<file path="src/rtl/k12a_skip_ctrl.sv">
// rtl/k12a_skip_ctrl.sv - conditional-skip sequencer for the K12A instruction word stream
// Optional build macro K12A_SKIP_STATS_EN adds the skipped_count output (saturating count of squashed instructions).

package k12a_skip_pkg;
  typedef enum logic [1:0] {
    SKIP_SEL_0                  = 2'd0,
    SKIP_SEL_CONDITION          = 2'd1,
    SKIP_SEL_CONDITION_INVERTED = 2'd2
  } skip_sel_t;
endpackage

module k12a_skip_ctrl
  import k12a_skip_pkg::*;
(
  input  logic       cpu_clock,
  input  logic       reset_n,
  input  logic       instr_valid,
  input  logic [1:0] instr_len,
  input  logic       instr_is_skip,
  input  logic       instr_invert,
  input  logic       flush,
  input  logic       skip,
  output skip_sel_t  skip_sel,
  output logic       skip_store,
  output logic       suppress,
  output logic       instr_done,
  output logic       busy
`ifdef K12A_SKIP_STATS_EN
  ,
  output logic [7:0] skipped_count
`endif
);

  typedef enum logic [1:0] {
    IDLE   = 2'd0,
    RUN    = 2'd1,
    SQUASH = 2'd2
  } state_t;

  state_t     r_state;
  logic [1:0] r_words_left;
  logic       r_is_skip;
  logic       r_invert;
  logic       r_busy;

  state_t     w_next_state;
  logic [1:0] w_next_words;
  logic       w_next_is_skip;
  logic       w_next_invert;
  logic [1:0] w_len_eff;
  logic       w_store;
  skip_sel_t  w_sel;
  logic       w_suppress;
  logic       w_done;
  logic       w_squash_hdr;

  // A zero length field still describes a one-word instruction.
  assign w_len_eff = (instr_len == 2'd0) ? 2'd1 : instr_len;

  // Next-state and zero-latency word outputs from the current state and this cycle's word.
  always_comb begin
    w_next_state   = r_state;
    w_next_words   = r_words_left;
    w_next_is_skip = r_is_skip;
    w_next_invert  = r_invert;
    w_store        = 1'b0;
    w_sel          = SKIP_SEL_0;
    w_suppress     = 1'b0;
    w_done         = 1'b0;
    w_squash_hdr   = 1'b0;
    if (flush) begin
      // Abort: drop the rest of the instruction and clear the skip flag.
      w_next_state = IDLE;
      w_next_words = 2'd0;
      w_store      = 1'b1;
    end else if (instr_valid) begin
      case (r_state)
        IDLE: begin
          if (skip) begin
            // Squashed header: consume the flag; its own condition is never evaluated.
            w_squash_hdr = 1'b1;
            w_suppress   = 1'b1;
            w_store      = 1'b1;
            if (w_len_eff == 2'd1) begin
              w_done = 1'b1;
            end else begin
              w_next_state = SQUASH;
              w_next_words = w_len_eff - 2'd1;
            end
          end else if (w_len_eff == 2'd1) begin
            w_done = 1'b1;
            if (instr_is_skip) begin
              w_store = 1'b1;
              w_sel   = instr_invert ? SKIP_SEL_CONDITION_INVERTED : SKIP_SEL_CONDITION;
            end
          end else begin
            w_next_state   = RUN;
            w_next_words   = w_len_eff - 2'd1;
            w_next_is_skip = instr_is_skip;
            w_next_invert  = instr_invert;
          end
        end
        RUN: begin
          w_next_words = r_words_left - 2'd1;
          if (r_words_left == 2'd1) begin
            w_done       = 1'b1;
            w_next_state = IDLE;
            if (r_is_skip) begin
              w_store = 1'b1;
              w_sel   = r_invert ? SKIP_SEL_CONDITION_INVERTED : SKIP_SEL_CONDITION;
            end
          end
        end
        SQUASH: begin
          w_suppress   = 1'b1;
          w_next_words = r_words_left - 2'd1;
          if (r_words_left == 2'd1) begin
            w_done       = 1'b1;
            w_next_state = IDLE;
          end
        end
        default: begin
          w_next_state = IDLE;
          w_next_words = 2'd0;
        end
      endcase
    end
  end

  // Outputs are held inactive while reset is asserted, whatever the inputs do.
  assign skip_store = reset_n & w_store;
  assign skip_sel   = reset_n ? w_sel : SKIP_SEL_0;
  assign suppress   = reset_n & w_suppress;
  assign instr_done = reset_n & w_done;
  assign busy       = r_busy;

  // Sequencer state, remaining-word counter, latched header flags and busy decode.
  always_ff @(posedge cpu_clock or negedge reset_n) begin
    if (!reset_n) begin
      r_state      <= IDLE;
      r_words_left <= 2'd0;
      r_is_skip    <= 1'b0;
      r_invert     <= 1'b0;
      r_busy       <= 1'b0;
    end else begin
      r_state      <= w_next_state;
      r_words_left <= w_next_words;
      r_is_skip    <= w_next_is_skip;
      r_invert     <= w_next_invert;
      r_busy       <= (w_next_state != IDLE);
    end
  end

`ifdef K12A_SKIP_STATS_EN
  logic [7:0] r_skipped_count;

  // Saturating count of squashed instruction headers.
  always_ff @(posedge cpu_clock or negedge reset_n) begin
    if (!reset_n) begin
      r_skipped_count <= 8'd0;
    end else if (w_squash_hdr && (r_skipped_count != 8'hFF)) begin
      r_skipped_count <= r_skipped_count + 8'd1;
    end
  end

  assign skipped_count = r_skipped_count;
`endif

endmodule

</file>
<file path="config.mk">
export PLATFORM = sky130hd
export DESIGN_NAME = k12a_skip_ctrl
export DESIGN_NICKNAME = d
export VERILOG_FILES = /design/src/rtl/k12a_skip_ctrl.sv
export SDC_FILE = /design/constraint.sdc
export NUM_CORES = 1
export LEC_CHECK = 0
export ABC_AREA = 1
export BUFFER_PORTS_ARGS = -buffer_cell sky130_fd_sc_hd__clkbuf_2
export CORE_UTILIZATION = 35
export DETAILED_ROUTE_END_ITERATION = 6
export GPL_TIMING_DRIVEN = 0
export HOLD_SLACK_MARGIN = 0.03
export PLACE_DENSITY = 0.54
export SETUP_SLACK_MARGIN = 0.15
export SKIP_CTS_REPAIR_TIMING = 1
export SYNTH_ARGS = -nofsm -noshare
export SYNTH_HDL_FRONTEND = slang
export SYNTH_SLANG_ARGS = --single-unit
</file>
<file path="constraint.sdc">
create_clock -name cpu_clock -period 1.75 [get_ports cpu_clock]
set_input_delay 0.35 -clock cpu_clock [delete_from_list [all_inputs] [get_ports cpu_clock]]
set_output_delay 0.35 -clock cpu_clock [all_outputs]
set_load 0.05 [all_outputs]
</file>
==> results of run 1 <==
==> tightest hold or removal path: cells and delay by family <==
kind / cells / cell delay [ns]
buffers and inverters: 2 / 0.16
AOI/OAI and AO/OA: 1 / 0.06
==> routing by layer <==
| metal | share of wire | vias to the layer above |
|---|---|---|
| li1 | - | 332 |
| met1 | 0.48 | 296 |
| met2 | 0.49 | 10 |
| met3 | 0.027 | 2 |
| met4 | 0.012 | 0 |
| met5 | 0 | - |
==> cells in the mapped netlist, types with 2 or more instances <==
cell and number:
dfrtp_1 7, nor3_1 2, nand2_1 19, a21oi_1 5, ha_1 5, nand2_2 2, inv_1 12, o21ai_0 2
inv_2 4, o21ai_1 6, nor2_2 2, nor2_1 5, nand3_1 8
==> metrics by stage <==
step	std cells	cell area, µm²	TNS [ns]	setup WS [ns]
5_1_grt	129	936	-1.54	-0.405
2_1_floorplan	87	677	-0.132	-0.0659
6_report	129	936	-1.17	-0.327
4_1_cts	121	795	-2.00	-0.541
3_3_place_gp	117	767	-0.694	-0.249
3_5_place_dp	117	767	-0.693	-0.261
==> report_power, final <==
group	total (W)	switching, W	internal (W)
combinational	0.000236	0.000141	0.0000948
sequential	0.000197	0.0000150	0.000182
clock	0.000150	0.0000666	0.0000838
total	0.000584	0.000223	0.000361
==> worst max path at each step <==
stage               depth (start not counted)  slack (ns)           to
finish                                     10       -0.33  skip_sel[0]
global route                               10       -0.41  skip_sel[0]
CTS                                        10       -0.54  skip_sel[0]
detailed placement                         10       -0.26  skip_sel[0]
global placement                           10       -0.25  skip_sel[1]
floorplan                                   9       -0.07  skip_sel[0]
==> kinds of logic after synthesis <==
| family | count (synthesis) |
|---|---|
| AOI/OAI and AO/OA | 15 |
| adders and majority gates | 5 |
| buffers and inverters | 18 |
| DFF | 7 |
| and+or+nand+nor | 42 |
==> registers in the layout (all words and copies together), names as in the netlist <==
name,flops
r_is_skip,1
busy,1
r_words_left,2
r_invert,1
r_state,2
==> cell type report <==
type / instances / area share
repair buffers: 22 / 0.179
clock buffers: 3 / 0.0241
multi-input cells: 62 / 0.493
inverters: 17 / 0.0735
well taps: 16 / 0.0214
flip-flops and latches: 7 / 0.187
clock inverters: 1 / 0.00535
plain buffers: 1 / 0.0160
==> flow_summary.yaml, run 1 <==
clock_tree:
  cts_tree: "yes"
  clockBufferDepth: 2
  h-tree-depth: 1
  cts_made_buffers: 3
  worstSkewPairLatency_ns: 0.26
  clock_sinks: 7
  root_buffer: "clkbuf_4"
  clk_pin_slew_ns: 0.06
worst_setup_path:
  critical-path-slowest-cell: "dfrtp_1"
  cp.required_ns: 1.40
  path_max_fanout: 7
  r2r_cells: 9
  critPathArrivalTime_ns: 1.73
  path_buf_inv: 5
  cp-end-kind: "output port"
  crit_path_start_kind: "flop"
  r2r_slack_ns: 0.35
  crit_type: "flop to output port"
  r2r-end: "busy"
  cp-startpoint: "r_state[0]"
  cpMostUsedCell: "inv_4"
  r2r_start: "r_state[0]"
  cpPeakStageDelay_ns: 0.41
  crit_chain: "inv_2, ha_4, buf_8, inv_4, nor2_4, nand2_4, inv_4, nand3_4, a21oi_4, buf_6"
  crit_family: "buffers and inverters"
global_route:
  grtUsageMet2: 0.287
  grt_pass1_wl_um: 2530
  grt_max_degree: 10
  met1_usage: 0.243
  grt_use_met3: 0.0255
  grt_overflow_total: 0
  antenna_found_initial: 0
  grt_usage: 0.186
  gr-max-usage-layer: "met2"
  grt_pass1_vias: 581
pwr:
  p_total_w: 0.000584
  leakagePower_nw: 0.459
  ir_drop_mv: 0.498
  power-per-cell-area_nw_per_um2: 624
yosys:
  synth_xor_area_frac: 0
  synth_top_area_cell: "dfrtp_1"
  synth_edf_count: 0
  synthTopCellsByArea: "dfrtp_1 30%, nand2_1 12%, ha_1 11%"
  synthesis.area_um2: 592
  synth_fa_ha_area_frac: 0.106
  avgSynthCellArea_um2: 6.80
  synth.mux.area_fraction: 0
  synth.distinct_cells: 21
  synth-simple-area-share: 0.336
  synthCells: 87
  yosys_register_bits: 7
  synth_top_family_by_area: "simple AND/OR/NAND/NOR gates"
  synth_compound_area_frac: 0.135
  synth_top_area_frac: 0.296
  yosysWarningCount: 0
  ys_async_sr_fraction: 1.00
  synth_fp_nets: 101
  synth.yosys.seq_area_share: 0.296
  synth_ff_type: "dfrtp_1"
min_path:
  worstHoldStart: "instr_is_skip"
  worstHoldPathCells: 3
  min_to: "r_is_skip"
  hp-class: "input port to flop"
die:
  fp.dieH_um: 43.1
  fp.dieW_um: 43.1
  core_area_um2: 1540
  dieArea_um2: 1860
  rows: 14
  pin_count: 15
  initial_core_util: 0.384
timing:
  fin_skew_ns: 0.00248
  hold_viol: 0
  drv_slew: 0
  finalSetupViolCount: 5
  fmax_ghz: 0.481
  rsz0062_at_grt: "yes"
  layout_setup_ws_ns: -0.327
  worst_pin_slew_ns: 0.396
  period_needed_ns: 2.08
  period_share: 1.19
  max_slew_margin: 0.734
  holdWs_ns: 0.355
cells_and_area:
  fill_cells: 150
  final_core_util: 0.607
  syn_to_final_growth_pct: 58.1
  multi_input_area_um2: 462
  final_cell_mix: "18 x nand2_1, 10 x inv_1, 9 x clkbuf_2"
  diodes: 0
  fin_nets: 128
  drive_gt1_frac: 0.469
  seqCellArea_um2: 175
  final_common_cell: "nand2_1"
placement:
  io_buffers: 14
  gp_congestion: 0.795
  hpwl_um: 1200
detailed_routing:
  dr.pass1.iters: 4
  wire_per_inst_um: 12.6
  drt_iter0_drc: 4
  vias: 640
  finalWirelength_um: 1620
  avgViaCountPerCell: 4.96
  drtAntennaViolNets: 0
  drc: 0
run:
  cap_violations: 0
outcome:
  violations: "negative setup slack"
  status: "complete, but fails checks"
Power figures use the tool's default switching activity.
==> run 2, diff against run 1 <==
--- a/config.mk
+++ b/config.mk
@@ -7,11 +7,13 @@
 export LEC_CHECK = 0
 export ABC_AREA = 1
 export BUFFER_PORTS_ARGS = -buffer_cell sky130_fd_sc_hd__clkbuf_2
-export CORE_UTILIZATION = 35
+export CELL_PAD_IN_SITES_DETAIL_PLACEMENT = 0
+export CELL_PAD_IN_SITES_GLOBAL_PLACEMENT = 2
+export CORE_UTILIZATION = 26
 export DETAILED_ROUTE_END_ITERATION = 6
 export GPL_TIMING_DRIVEN = 0
 export HOLD_SLACK_MARGIN = 0.03
-export PLACE_DENSITY = 0.54
+export PLACE_DENSITY = 0.71
 export SETUP_SLACK_MARGIN = 0.15
 export SKIP_CTS_REPAIR_TIMING = 1
 export SYNTH_ARGS = -nofsm -noshare
==> flow_summary.yaml, run 2 (same netlist as run 1, synthesis figures left out) <==
outcome:
  status: "complete, but fails checks"
  violations: "negative setup slack"
die:
  core_area_um2: 2040
  rows: 16
  initial_core_util: 0.290
  fp.dieW_um: 49.7
  fp.dieH_um: 49.7
  pin_count: 15
  dieArea_um2: 2470
placement:
  hpwl_um: 1260
  io_buffers: 14
  gp_congestion: 0.772
  post-place-ws_ns: -0.297
  dp_cells: 128
pwr:
  power-per-cell-area_nw_per_um2: 618
  ir_drop_mv: 0.366
  leakagePower_nw: 0.448
worst_setup_path:
  r2r_slack_ns: 0.35
  critPathArrivalTime_ns: 1.72
  cp-end-kind: "output port"
  crit_type: "flop to output port"
  cp.required_ns: 1.40
  path_max_fanout: 6
  crit_path_start_kind: "flop"
detailed_routing:
  avgViaCountPerCell: 4.53
  wire_per_inst_um: 11.8
  finalWirelength_um: 1630
  dr.pass1.iters: 4
  drc: 0
  vias: 625
  drtAntennaViolNets: 0
  drt_iter0_drc: 8
run:
  cap_violations: 0
global_route:
  antenna_found_initial: 0
  grt_pass1_wl_um: 2700
  grt_usage: 0.144
  grt_overflow_total: 0
  grt_pass1_vias: 591
  grt_max_degree: 10
timing:
  worst_pin_slew_ns: 0.453
  max_slew_margin: 0.696
  layout_setup_ws_ns: -0.323
  finalSetupViolCount: 4
  rsz0062_at_grt: "yes"
  period_share: 1.18
  period_needed_ns: 2.07
  hold_viol: 0
  setup_tns_ns: -1.07
  fin_skew_ns: 0.00257
  fmax_ghz: 0.482
  drv_slew: 0
clock_tree:
  cts_tree: "yes"
  h-tree-depth: 1
  root_buffer: "clkbuf_4"
  worstSkewPairLatency_ns: 0.25
  clk_pin_slew_ns: 0.05
  clockBufferDepth: 2
  cts_made_buffers: 3
  clock_sinks: 7
cells_and_area:
  drive_gt1_frac: 0.441
  stdcell_count: 138
  syn_to_final_growth_pct: 55.6
  fill_cells: 226
  diodes: 0
  final_common_cell: "nand2_1"
  top_regs: "r_state: 2 flops, r_words_left: 2 flops"
  final_cell_mix: "19 x nand2_1, 10 x inv_1, 9 x clkbuf_2"
  fin_nets: 126
min_path:
  hp-class: "input port to flop"
[run 2: worst paths after layout]
check / end / cells after the start / startpoint
max: skip_sel[0] / 10 / r_state[1]
min: r_is_skip / 3 / instr_is_skip
max reg2reg: r_is_skip / 9 / r_state[1]
min reg2reg: r_invert / 2 / r_invert
max in group asynchronous: r_state[0] / 2 / reset_n
min in group asynchronous: r_words_left[1] / 2 / reset_n
[run 2: worst max-delay path, cell delays in order, from the launching register on]
cell,delay [ns]
dfrtp_1,0.41
inv_2,0.11
ha_4,0.14
buf_8,0.12
inv_4,0.03
nor2_4,0.13
nand2_4,0.07
inv_2,0.07
nand3_2,0.08
a21oi_4,0.15
buf_6,0.17
[run 2: final cells by class]
| class | count | area (µm²) | share of cell area |
|---|---|---|---|
| Timing Repair Buffer | 20 | 153 | 0.166 |
| Multi-Input combinational cell | 62 | 448 | 0.486 |
| Sequential cell | 7 | 176 | 0.192 |
| Clock buffer | 4 | 26.3 | 0.0285 |
| Buffer | 1 | 15.0 | 0.0163 |
| Inverter | 17 | 68.8 | 0.0747 |
| Tap cell | 27 | 33.8 | 0.0367 |
[run 2: layer usage]
layer | GRT usage | vias to the layer above | wire, µm
met2 | 0.236 | 19 | 757
li1 | - | 325 | -
met1 | 0.194 | 281 | 813
met3 | 0.0123 | 0 | 59
met5 | 0 | - | 0
met4 | 0.0571 | 0 | 0
[run 2: per-stage QoR]
step / hold WS, ns / cell area, µm² / util / power [W]
finish: 0.366 / 921 / 0.451 / 0.000569
global route: 0.376 / 921 / 0.451 / 0.000612
CTS: -0.0463 / 807 / 0.395 / 0.000540
detailed placement: 0.221 / 781 / 0.382 / 0.000392
global placement: 0.222 / 781 / 0.382 / 0.000393
floorplan: 0.0544 / 677 / - / 0.000338
[run 2: where the power goes]
part | switching (W) | total, W | leakage, nW | internal, W
clock | 0.0000562 | 0.000143 | 0.0150 | 0.0000868
combinational | 0.000137 | 0.000228 | 0.341 | 0.0000905
sequential | 0.0000157 | 0.000199 | 0.0914 | 0.000183
total | 0.000209 | 0.000569 | 0.448 | 0.000360
